<file path="src/rtl/touch_pkg.sv">
`default_nettype none
// ============================================================================
// Module      : touch_pkg
// Description : Shared types and constants for the resistive-touch ADC reader.
// Revision    : 1.0 - initial release
// ============================================================================
package touch_pkg;

    typedef enum logic [2:0] {
        IDLE   = 3'd0,
        XFER_X = 3'd1,
        GAP    = 3'd2,
        XFER_Y = 3'd3,
        UPDATE = 3'd4,
        HOLD   = 3'd5
    } touch_state_t;

    localparam logic [7:0] CMD_X      = 8'h92;
    localparam logic [7:0] CMD_Y      = 8'hD2;
    localparam int         XFER_BITS  = 24;
    localparam int         DATA_FIRST = 10;
    localparam int         DATA_LAST  = 21;
    localparam int         DATA_W     = 12;

    // rise_idx is the 0-based DCLK rising-edge number within a transfer
    function automatic logic is_data_edge(input logic [4:0] rise_idx);
        return (rise_idx >= 5'(DATA_FIRST - 1)) && (rise_idx <= 5'(DATA_LAST - 1));
    endfunction

endpackage
`default_nettype wire

</file>
<file path="src/rtl/touch_spi_xfer.sv">
`default_nettype none
// ============================================================================
// Module      : touch_spi_xfer
// Description : One 24-DCLK command/response frame to the touch ADC.
// Revision    : 1.0 - initial release
// ============================================================================
module touch_spi_xfer
    import touch_pkg::*;
#(
    parameter int CLK_DIV = 25
) (
    input  logic              clk,
    input  logic              rst_n,
    input  logic              i_start,
    input  logic [7:0]        i_cmd,
    input  logic              i_dout,
    output logic              o_done,
    output logic [DATA_W-1:0] o_data,
    output logic              o_dclk,
    output logic              o_din,
    output logic              o_cs_n
);

    localparam int c_DIV_W  = (CLK_DIV > 1) ? $clog2(CLK_DIV) : 1;
    localparam int c_HALF_W = $clog2(2 * XFER_BITS);

    localparam logic [c_DIV_W-1:0]  c_DIV_LAST  = c_DIV_W'(CLK_DIV - 1);
    localparam logic [c_HALF_W-1:0] c_HALF_LAST = c_HALF_W'(2 * XFER_BITS - 1);

    logic                r_run;
    logic [c_DIV_W-1:0]  r_div;
    logic [c_HALF_W-1:0] r_half;
    logic                r_dclk;
    logic                r_din;
    logic                r_cs_n;
    logic [7:0]          r_cmd_sr;
    logic [DATA_W-1:0]   r_data_sr;

    logic w_tick;
    logic w_last;
    logic w_sample;

    assign w_tick   = r_run && (r_div == c_DIV_LAST);
    assign w_last   = w_tick && (r_half == c_HALF_LAST);
    assign w_sample = is_data_edge(r_half[c_HALF_W-1:1]);

    always_ff @(posedge clk or negedge rst_n) begin
        if (!rst_n) begin
            r_run     <= 1'b0;
            r_div     <= '0;
            r_half    <= '0;
            r_dclk    <= 1'b0;
            r_din     <= 1'b0;
            r_cs_n    <= 1'b1;
            r_cmd_sr  <= '0;
            r_data_sr <= '0;
        end else if (i_start && !r_run) begin
            r_run     <= 1'b1;
            r_div     <= '0;
            r_half    <= '0;
            r_dclk    <= 1'b0;
            r_cs_n    <= 1'b0;
            r_din     <= i_cmd[7];
            r_cmd_sr  <= {i_cmd[6:0], 1'b0};
            r_data_sr <= '0;
        end else if (r_run) begin
            if (w_tick) begin
                r_div <= '0;
                if (w_last) begin
                    // 24th falling edge: close the frame instead of toggling
                    r_run  <= 1'b0;
                    r_half <= '0;
                    r_dclk <= 1'b0;
                    r_din  <= 1'b0;
                    r_cs_n <= 1'b1;
                end else begin
                    r_half <= r_half + 1'b1;
                    r_dclk <= ~r_dclk;
                    if (!r_dclk) begin
                        if (w_sample) begin
                            r_data_sr <= {r_data_sr[DATA_W-2:0], i_dout};
                        end
                    end else begin
                        // zeros shift in behind the command, so DIN idles low after bit 8
                        r_din    <= r_cmd_sr[7];
                        r_cmd_sr <= {r_cmd_sr[6:0], 1'b0};
                    end
                end
            end else begin
                r_div <= r_div + 1'b1;
            end
        end
    end

    assign o_done = w_last;
    assign o_data = r_data_sr;
    assign o_dclk = r_dclk;
    assign o_din  = r_din;
    assign o_cs_n = r_cs_n;

endmodule
`default_nettype wire

</file>
<file path="src/rtl/adc_touch_reader.sv">
`default_nettype none
// ============================================================================
// Module      : adc_touch_reader
// Description : Reads an X/Y pair from the touch ADC while the pen is down.
// Revision    : 1.0 - initial release
// ============================================================================
module adc_touch_reader
    import touch_pkg::*;
#(
    parameter int CLK_DIV = 25,
    parameter int HOLDOFF = 50000
) (
    input  logic              CLK,
    input  logic              RST_n,
    input  logic              ADC_PENIRQ_n,
    input  logic              ADC_DOUT,
    output logic              ADC_DCLK,
    output logic              ADC_DIN,
    output logic              ADC_CS_n,
    output logic [DATA_W-1:0] X_COORD,
    output logic [DATA_W-1:0] Y_COORD,
    output logic              NEW_COORD
);

    localparam int c_WAIT_MAX = (HOLDOFF > CLK_DIV) ? HOLDOFF : CLK_DIV;
    localparam int c_WAIT_W   = $clog2(c_WAIT_MAX + 1);

    localparam logic [c_WAIT_W-1:0] c_GAP_LAST  = c_WAIT_W'(CLK_DIV - 1);
    localparam logic [c_WAIT_W-1:0] c_HOLD_LAST = c_WAIT_W'(HOLDOFF - 1);

    logic                r_pen_meta;
    logic                r_pen_sync;
    touch_state_t        r_state;
    logic [c_WAIT_W-1:0] r_wait;
    logic [DATA_W-1:0]   r_x_cap;
    logic [DATA_W-1:0]   r_x_coord;
    logic [DATA_W-1:0]   r_y_coord;
    logic                r_new_coord;

    logic              w_start;
    logic [7:0]        w_cmd;
    logic              w_done;
    logic [DATA_W-1:0] w_data;

    // Pen-down flag is asynchronous to CLK; resets to "pen up"
    always_ff @(posedge CLK or negedge RST_n) begin
        if (!RST_n) begin
            r_pen_meta <= 1'b1;
            r_pen_sync <= 1'b1;
        end else begin
            r_pen_meta <= ADC_PENIRQ_n;
            r_pen_sync <= r_pen_meta;
        end
    end

    // The engine starts on the same edge the FSM enters a transfer state
    assign w_start = ((r_state == IDLE) && !r_pen_sync) ||
                     ((r_state == GAP) && (r_wait == c_GAP_LAST));
    assign w_cmd   = (r_state == GAP) ? CMD_Y : CMD_X;

    touch_spi_xfer #(
        .CLK_DIV (CLK_DIV)
    ) u_xfer (
        .clk     (CLK),
        .rst_n   (RST_n),
        .i_start (w_start),
        .i_cmd   (w_cmd),
        .i_dout  (ADC_DOUT),
        .o_done  (w_done),
        .o_data  (w_data),
        .o_dclk  (ADC_DCLK),
        .o_din   (ADC_DIN),
        .o_cs_n  (ADC_CS_n)
    );

    always_ff @(posedge CLK or negedge RST_n) begin
        if (!RST_n) begin
            r_state     <= IDLE;
            r_wait      <= '0;
            r_x_cap     <= '0;
            r_x_coord   <= '0;
            r_y_coord   <= '0;
            r_new_coord <= 1'b0;
        end else begin
            r_new_coord <= 1'b0;
            case (r_state)
                IDLE: begin
                    if (!r_pen_sync) begin
                        r_state <= XFER_X;
                    end
                end
                XFER_X: begin
                    if (w_done) begin
                        r_x_cap <= w_data;
                        r_wait  <= '0;
                        r_state <= GAP;
                    end
                end
                GAP: begin
                    if (r_wait == c_GAP_LAST) begin
                        r_wait  <= '0;
                        r_state <= XFER_Y;
                    end else begin
                        r_wait <= r_wait + 1'b1;
                    end
                end
                XFER_Y: begin
                    // Both coordinates change together so no half-updated pair is ever visible
                    if (w_done) begin
                        r_x_coord   <= r_x_cap;
                        r_y_coord   <= w_data;
                        r_new_coord <= 1'b1;
                        r_state     <= UPDATE;
                    end
                end
                UPDATE: begin
                    r_wait  <= '0;
                    r_state <= HOLD;
                end
                HOLD: begin
                    if (r_wait == c_HOLD_LAST) begin
                        r_wait  <= '0;
                        r_state <= IDLE;
                    end else begin
                        r_wait <= r_wait + 1'b1;
                    end
                end
                default: begin
                    r_wait  <= '0;
                    r_state <= IDLE;
                end
            endcase
        end
    end

    assign X_COORD   = r_x_coord;
    assign Y_COORD   = r_y_coord;
    assign NEW_COORD = r_new_coord;

endmodule
`default_nettype wire

</file>
<file path="config.mk">
export PLATFORM = sky130hd
export DESIGN_NAME = adc_touch_reader
export DESIGN_NICKNAME = d
export VERILOG_FILES = /design/src/rtl/touch_pkg.sv /design/src/rtl/touch_spi_xfer.sv /design/src/rtl/adc_touch_reader.sv
export SDC_FILE = /design/constraint.sdc
export NUM_CORES = 1
export LEC_CHECK = 0
export ABC_AREA = 1
export CORE_MARGIN = 5
export CORE_UTILIZATION = 59
export CTS_CLUSTER_DIAMETER = 80
export DETAILED_ROUTE_END_ITERATION = 10
export PLACE_DENSITY_LB_ADDON = 0.3
export SYNTH_ARGS = -nofsm -noshare
export SYNTH_HDL_FRONTEND = slang
export SYNTH_HIERARCHICAL = 1
export SYNTH_SLANG_ARGS = --single-unit
</file>
<file path="constraint.sdc">
create_clock -name CLK -period 2.58 [get_ports CLK]
set_input_delay 0.258 -clock CLK [delete_from_list [all_inputs] [get_ports CLK]]
set_output_delay 0.258 -clock CLK [all_outputs]
set_load 0.005 [all_outputs]
</file>
; Word-level counts from Yosys, hierarchy flattened
; Index checks and enable logic that the tools add are counted.
[classes]
add_sub_neg = 3
n_lt_le_gt_ge = 2
n_eq_ne = 16
mux = 48
bitwise_logic = 2
reduce_logical = 26
[ops]
columns = cell, n
row1 = $mux W12, 6
row2 = $pmux W16 S4, 1
row3 = $mux W16, 3
row4 = $mux W8, 5
row5 = $mux W6, 4
row6 = $mux W1, 19
row7 = $pmux W3 S6, 1
row8 = $add A16 B1 Y16 const B, 1
row9 = $eq A16 B16 Y1 const B, 1
row10 = $eq A16 B5 Y1 const B, 1
row11 = $mux W3, 5
row12 = $mux W5, 3
row13 = $reduce_and A5 Y1, 2
row14 = $reduce_bool A2 Y1, 5
row15 = $ne A2 B2 Y1 const B, 4
row16 = $reduce_and A2 Y1, 4
row17 = $mux W7, 1
row18 = $add A6 B1 Y6 const B, 1
row19 = $eq A3 B2 Y1 const B, 2
row20 = $eq A3 B3 Y1 const B, 2
row21 = $eq A6 B6 Y1 const B, 1
row22 = $logic_and A1 B1 Y1, 6
row23 = $ne A2 B1 Y1 const B, 3
row24 = $reduce_and A3 Y1, 2
row25 = other kinds (12), 14
[totals]
regBits = 93
output_inout_bits = 28
elab_cells = 113

; Longest topological paths before layout
[depth]
word_depth = 8
ltp_mapped = 14

; Cells and area by module
; Netlist, hierarchy kept.
[modules_own_cells]
columns = module, instances, cells_per_inst, area_per_inst_um2, seq_area_each_um2
row1 = adc_touch_reader, 1, 345, 2750.1, 1453.9
row2 = touch_spi_xfer, 1, 215, 1714.1, 852.1

; Worst setup path after synthesis
; No wires, ideal clock.
[synth_timing]
path_type = register to register
from = register r_state[2]
to = register u_xfer.r_data_sr[4], in the netlist u_xfer/o_data[4]
setup_ns = 0.118
t_arrival_ns = 1.950
t_required_ns = 2.462
slack_ns = 0.512
stages_incl_launch_ff = 14
n_path_buf = 1
period_less_slack_ns = 2.068
cell_sequence = dfrtp_1 > inv_2 > nand2_1 > nor2_2 > inv_1 > o22ai_1 > inv_1 > nor2_1 > inv_2 > buf_2 > nand2_1 > inv_1 > nand2_1 > o21ai_2
[synth_via]
elab_chain_len = 6
word_cells_on_any_way = 13
cone_classes = 3 x eq/ne / 1 x mux / 9 x reduce/logical
[synth_lines]
columns = item, line
row1 = "start, declared", adc_touch_reader.sv:33  ; touch_state_t r_state;
row2 = "start signal, assigned", adc_touch_reader.sv:78  ; r_state <= IDLE;
row3 = "start signal, assigned", adc_touch_reader.sv:89  ; r_state <= XFER_X;
row4 = "start signal, assigned", adc_touch_reader.sv:96  ; r_state <= GAP;
row5 = $eq A3 B2 Y1 or $logic_not A3 Y1 (tied branches), "adc_touch_reader.sv:58, adc_touch_reader.sv:57"
row6 = "$logic_and A1 B1 Y1, on equally long branches", "adc_touch_reader.sv:58, adc_touch_reader.sv:57"
row7 = $logic_or A1 B1 Y1 (*), adc_touch_reader.sv:57  ; assign w_start = ((r_state == IDLE) && !r_pen_sync) ||
row8 = named net w_start, adc_touch_reader.sv:40  ; logic w_start;
row9 = $logic_and A1 B1 Y1 (*), touch_spi_xfer.sv:57  ; end else if (i_start && !r_run) begin
row10 = $ne A2 B2 Y1 (no source line) or $reduce_bool A2 Y1 (tied branches), -
row11 = $reduce_and A5 Y1 (no source line), -
row12 = "end signal, assigned", touch_spi_xfer.sv:81  ; r_data_sr <= {r_data_sr[DATA_W-2:0], i_dout};
row13 = "end, declared", touch_spi_xfer.sv:37  ; logic [DATA_W-1:0] r_data_sr;
; Mark *: on every way through the listed nets, which the timed path passes. The rest lies on a longest branch.
; A chain may end at the register's enable or synchronous reset.

; Final worst setup path
[layout_timing]
from = register u_xfer.r_div[0]
to = register r_wait[4]
[layout_via]
elab_chain_len = 5
[layout_lines]
columns = item, line
row1 = "start, declared", touch_spi_xfer.sv:31  ; logic [c_DIV_W-1:0] r_div;
row2 = "start signal, assigned", touch_spi_xfer.sv:90  ; r_div <= r_div + 1'b1;
row3 = $eq A5 B5 Y1, touch_spi_xfer.sv:43  ; assign w_tick = r_run && (r_div == c_DIV_LAST);
row4 = $logic_and A1 B1 Y1, touch_spi_xfer.sv:43
row5 = $logic_and A1 B1 Y1, touch_spi_xfer.sv:44  ; assign w_last = w_tick && (r_half == c_HALF_LAST);
row6 = named net w_done, adc_touch_reader.sv:42  ; logic w_done;
row7 = $ne A2 B1 Y1 (no source line), -
row8 = $reduce_and A2 Y1 (no source line), -
row9 = "end signal, assigned", adc_touch_reader.sv:104  ; r_wait <= r_wait + 1'b1;
row10 = "end signal, assigned", adc_touch_reader.sv:125  ; r_wait <= r_wait + 1'b1;
row11 = "end, declared", adc_touch_reader.sv:34  ; logic [c_WAIT_W-1:0] r_wait;
; The timed path passes the listed nets, and every way through them passes these cells.

==> results.md <==
## Setup path
• simple AND/OR/NAND/NOR gates — top cell family by delay on the critical path
• 2.58 ns — Arrival @ worst endpoint
• u_xfer/r_div[0]$_DFFE_PN0P_ — timing startpoint of the critical path
• flop — CP Launch Type
• flop — kind of end point of the critical path
• 11 — CP Max Fanout
• u_xfer/r_div[0]$_DFFE_PN0P_ — RR Startpoint
• 0.41 ns — worst stage delay on the critical path
• 12 — r2r worst-path depth
• 3 — Worst Path Buf+Inv
• reg -> reg — category of the critical setup timing path
• 0.30 ns — reg-to-reg setup timing slack
• sky130_fd_sc_hd__nor2_1 — Most common cell on crit path
• r_wait[4]$_DFFE_PN0P_ — endpoint of the lowest-slack register-to-register path
• inv_1 > ha_1 > inv_1 > nor2_1 > nand2_2 > nor2_1 > nand2_1 > nand2_2 > inv_2 > nor2_1 > o22ai_1 > nor2_1 — series of cell instances along the critical path
• sky130_fd_sc_hd__dfrtp_1 — Max stage delay cell, worst path
• 2.89 ns — Required @ worst endpoint

## CTS
• 9 — total clock buffers created by CTS
• 3 — level count of the clock H-tree
• 2 — Max Buffers Root-to-Sink
• sky130_fd_sc_hd__clkbuf_8 — clk root buf
• done — clock tree from TritonCTS
• 92 — clock sink total
• 0.37 ns — insertion delay of the later-clocked pin in the worst-skew pair
• 0.10 ns — Worst-path clk slew

## STA
• 0.883 — final critical-path share of the clock period
• 0.439 GHz — Achievable Freq
• 0 — total setup violations reported at the end of the flow
• 0.287 ns — smallest hold slack
• false — RSZ-0062 raised after global routing
• 0 ns — setup_tns
• 0.635 ns — transition time at the pin with the least slew margin
• 0 — hold violation count in the final report
• 0 — max-slew violation count
• 0.0139 ns — setup clock skew after layout
• 0.303 ns — Final WS setup
• 2.28 ns — time the final worst path needs with I/O delays and setup
• 0.577 — slew margin rel.

## Hold path
• r_pen_meta$_DFF_PN1_ — end of the worst hold path
• in -> reg — Min-Delay Path Class
• ADC_PENIRQ_n — launch instance of the worst min-delay path
• 1 — Hold Crit Depth

## Drt
• 273 — starting DRC count in detailed routing
• 13.8 um — wire per inst
• 9.73 mm — final routed wirelength across all metal layers
• 0 — DRC
• 5.33 — via/cell ratio
• 0 — number of routed nets with antenna violations
• 5 — DR pass1 iterations
• 3764 — detailed-route via count

## Global route
• 0.213 — total global routing track utilization
• 53 — pin count of the biggest net entering global routing
• 16.6 mm — first-pass GRT wire length
• 0 — number of antenna violations at the first check in global routing
• 0 — total congestion overflow
• 3547 — vias in the first global route

## Layout
• 5130 um^2 — Non-Filler Cell Area, Final
• 0.703 — final design utilization
• sky130_fd_sc_hd__nand2_1 — most common cell after layout, fill and taps aside
• 0.0939 — fraction of layout instances using a drive strength above 1
• 204 x sky130_fd_sc_hd__nand2_1, 89 x sky130_fd_sc_hd__dfrtp_1, 51 x sky130_fd_sc_hd__nor2_1 — most frequent cells in the layout
• 0 — Diodes inserted
• 706 — Non-Filler Instances
• 14.9% — synthesis-to-layout area growth
• 611 — final net count

## Placed design
• 6.96 mm — estimated wirelength of the detail-placed design
• 0.233 ns — worst setup slack after placement
• 689 — number of cells after detailed placement
• 31 — number of buffers added on ports
• 4900 um^2 — post-detailed-placement cell area
• 0.920 — weighted congestion reported at the end of routability-driven placement

## Floorplan
• 97.0 um — width of the die
• 7290 um^2 — core box area
• 9410 um^2 — die footprint
• 31 — count of standard-cell rows
• 97.0 um — Die Span Y
• 32 — IO Pins
• 0.612 — initial core utilization

## Synthesis
• 4460 um^2 — synthesized cell area
• 7.97 um^2 — mean post-synth cell area
• 92 — flops & latches, synth
• 0.517 — fraction of the yosys area taken by sequential cells
• 37 — synth unique cells
• 6 — count of synthesis-stage warnings from yosys
• 560 — number of instances in the synthesized netlist
• 0.499 — proportion of netlist area held by the largest area contributor
• sky130_fd_sc_hd__dfrtp_1 50%, sky130_fd_sc_hd__nand2_1 17%, sky130_fd_sc_hd__nor2_1 4.3%, sky130_fd_sc_hd__o21ai_0 4.3%, sky130_fd_sc_hd__inv_1 3.7% — largest cells by area after synthesis
• sky130_fd_sc_hd__dfrtp_1 — most area-hungry cell type in the Yosys netlist

## Pwr
• 496 nW/um^2 — P per Cell Area
• 2.53 nW — static power due to leakage
• 2.54 mW — power consumption
• 0.000315 V — peak ir drop on the vdd network

## Run
• 0 — number of violations of the max-capacitance limit

## Outcome
• completed — run status

cell usage after synthesis:
master / number
sky130_fd_sc_hd__nand3b_1: 1
sky130_fd_sc_hd__xnor2_1: 1
sky130_fd_sc_hd__nand3_4: 1
sky130_fd_sc_hd__nor2_2: 5
sky130_fd_sc_hd__o22ai_1: 2
sky130_fd_sc_hd__nor2_1: 51
sky130_fd_sc_hd__nand2_2: 2
sky130_fd_sc_hd__buf_2: 7
sky130_fd_sc_hd__nor3_1: 3
sky130_fd_sc_hd__o21ai_1: 2
sky130_fd_sc_hd__conb_1: 2
sky130_fd_sc_hd__inv_2: 9
sky130_fd_sc_hd__dfrtp_1: 89
sky130_fd_sc_hd__nand4_1: 17
sky130_fd_sc_hd__nand2_4: 2
sky130_fd_sc_hd__o21ai_2: 4
sky130_fd_sc_hd__nand2_1: 206
sky130_fd_sc_hd__a21o_1: 2
sky130_fd_sc_hd__ha_1: 5
sky130_fd_sc_hd__clkbuf_1: 1
sky130_fd_sc_hd__nor3b_1: 1
sky130_fd_sc_hd__nor3_4: 1
sky130_fd_sc_hd__nor2_8: 1
sky130_fd_sc_hd__a31o_2: 2
sky130_fd_sc_hd__xor2_1: 4
sky130_fd_sc_hd__o211ai_1: 3
sky130_fd_sc_hd__nor2_4: 1
sky130_fd_sc_hd__inv_1: 44
sky130_fd_sc_hd__clkinv_1: 1
sky130_fd_sc_hd__a21oi_1: 9
sky130_fd_sc_hd__a21oi_2: 1
sky130_fd_sc_hd__buf_4: 3
sky130_fd_sc_hd__o21bai_1: 2
sky130_fd_sc_hd__buf_6: 1
sky130_fd_sc_hd__dfstp_2: 3
sky130_fd_sc_hd__nand3_1: 33
sky130_fd_sc_hd__o21ai_0: 38
area by class of cell:
cell class	instances	area (um^2)
clock buffers	9	124
fillers	625	2160
clock inverters	7	90.1
well taps	99	124
repair buffers	38	375
flip-flops and latches	92	2310
inverters	54	203
multi-input cells	407	1910
registers in the layout, indices dropped and copies added, names as in the netlist, 3 cells and up:
name             cells
r_wait              16
u_xfer/r_div         5
u_xfer/o_data       12
r_x_cap             12
u_xfer/r_cmd_sr      7
r_state              3
u_xfer/r_half        6
X_COORD             12
Y_COORD             12
metal layers:
layer / GRT usage / wire, um / part of all wire / up-vias
li1: - / - / - / 1854
met1: 0.288 / 4480 / 0.46 / 1797
met2: 0.348 / 4660 / 0.48 / 94
met3: 0.0381 / 425 / 0.044 / 19
met4: 0.0724 / 162 / 0.017 / 0
met5: 0 / 0 / 0 / -
cells by family after synthesis:
group	share of synthesized area
AND/OR/NAND/NOR	0.313
AO/OA/AOI/OAI	0.0832
adder cells (fa/ha/maj)	0.0140
XOR/XNOR	0.00981
flip-flops	0.517
other	0.00168
buffers and inverters	0.0617
report_power, final:
| group | switching, mW | internal, mW |
|---|---|---|
| Clock | 0.563 | 0.477 |
| Combinational | 0.0355 | 0.0138 |
| Sequential | 0.00385 | 1.45 |
worst max-delay path by stage:
stage / endpoint / cells past startpoint
finish: r_wait[4]$_DFFE_PN0P_ / 12
global route: r_wait[4]$_DFFE_PN0P_ / 12
CTS: X_COORD[3]$_DFFE_PN0P_ / 9
detailed placement: X_COORD[3]$_DFFE_PN0P_ / 9
global placement: X_COORD[5]$_DFFE_PN0P_ / 10
floorplan: u_xfer/o_data[4]$_DFFE_PN0P_ / 13
what timing repair did:
item / 4_1_cts / 5_1_grt
setup buffers: 0 / 0
hold buffers: 1 / 0
setup endpoints to repair: 0 / 10
hold endpoints to repair: 50 / 0
gates resized for setup: 0 / 2
No activity file was read; power rests on OpenSTA's default activity.
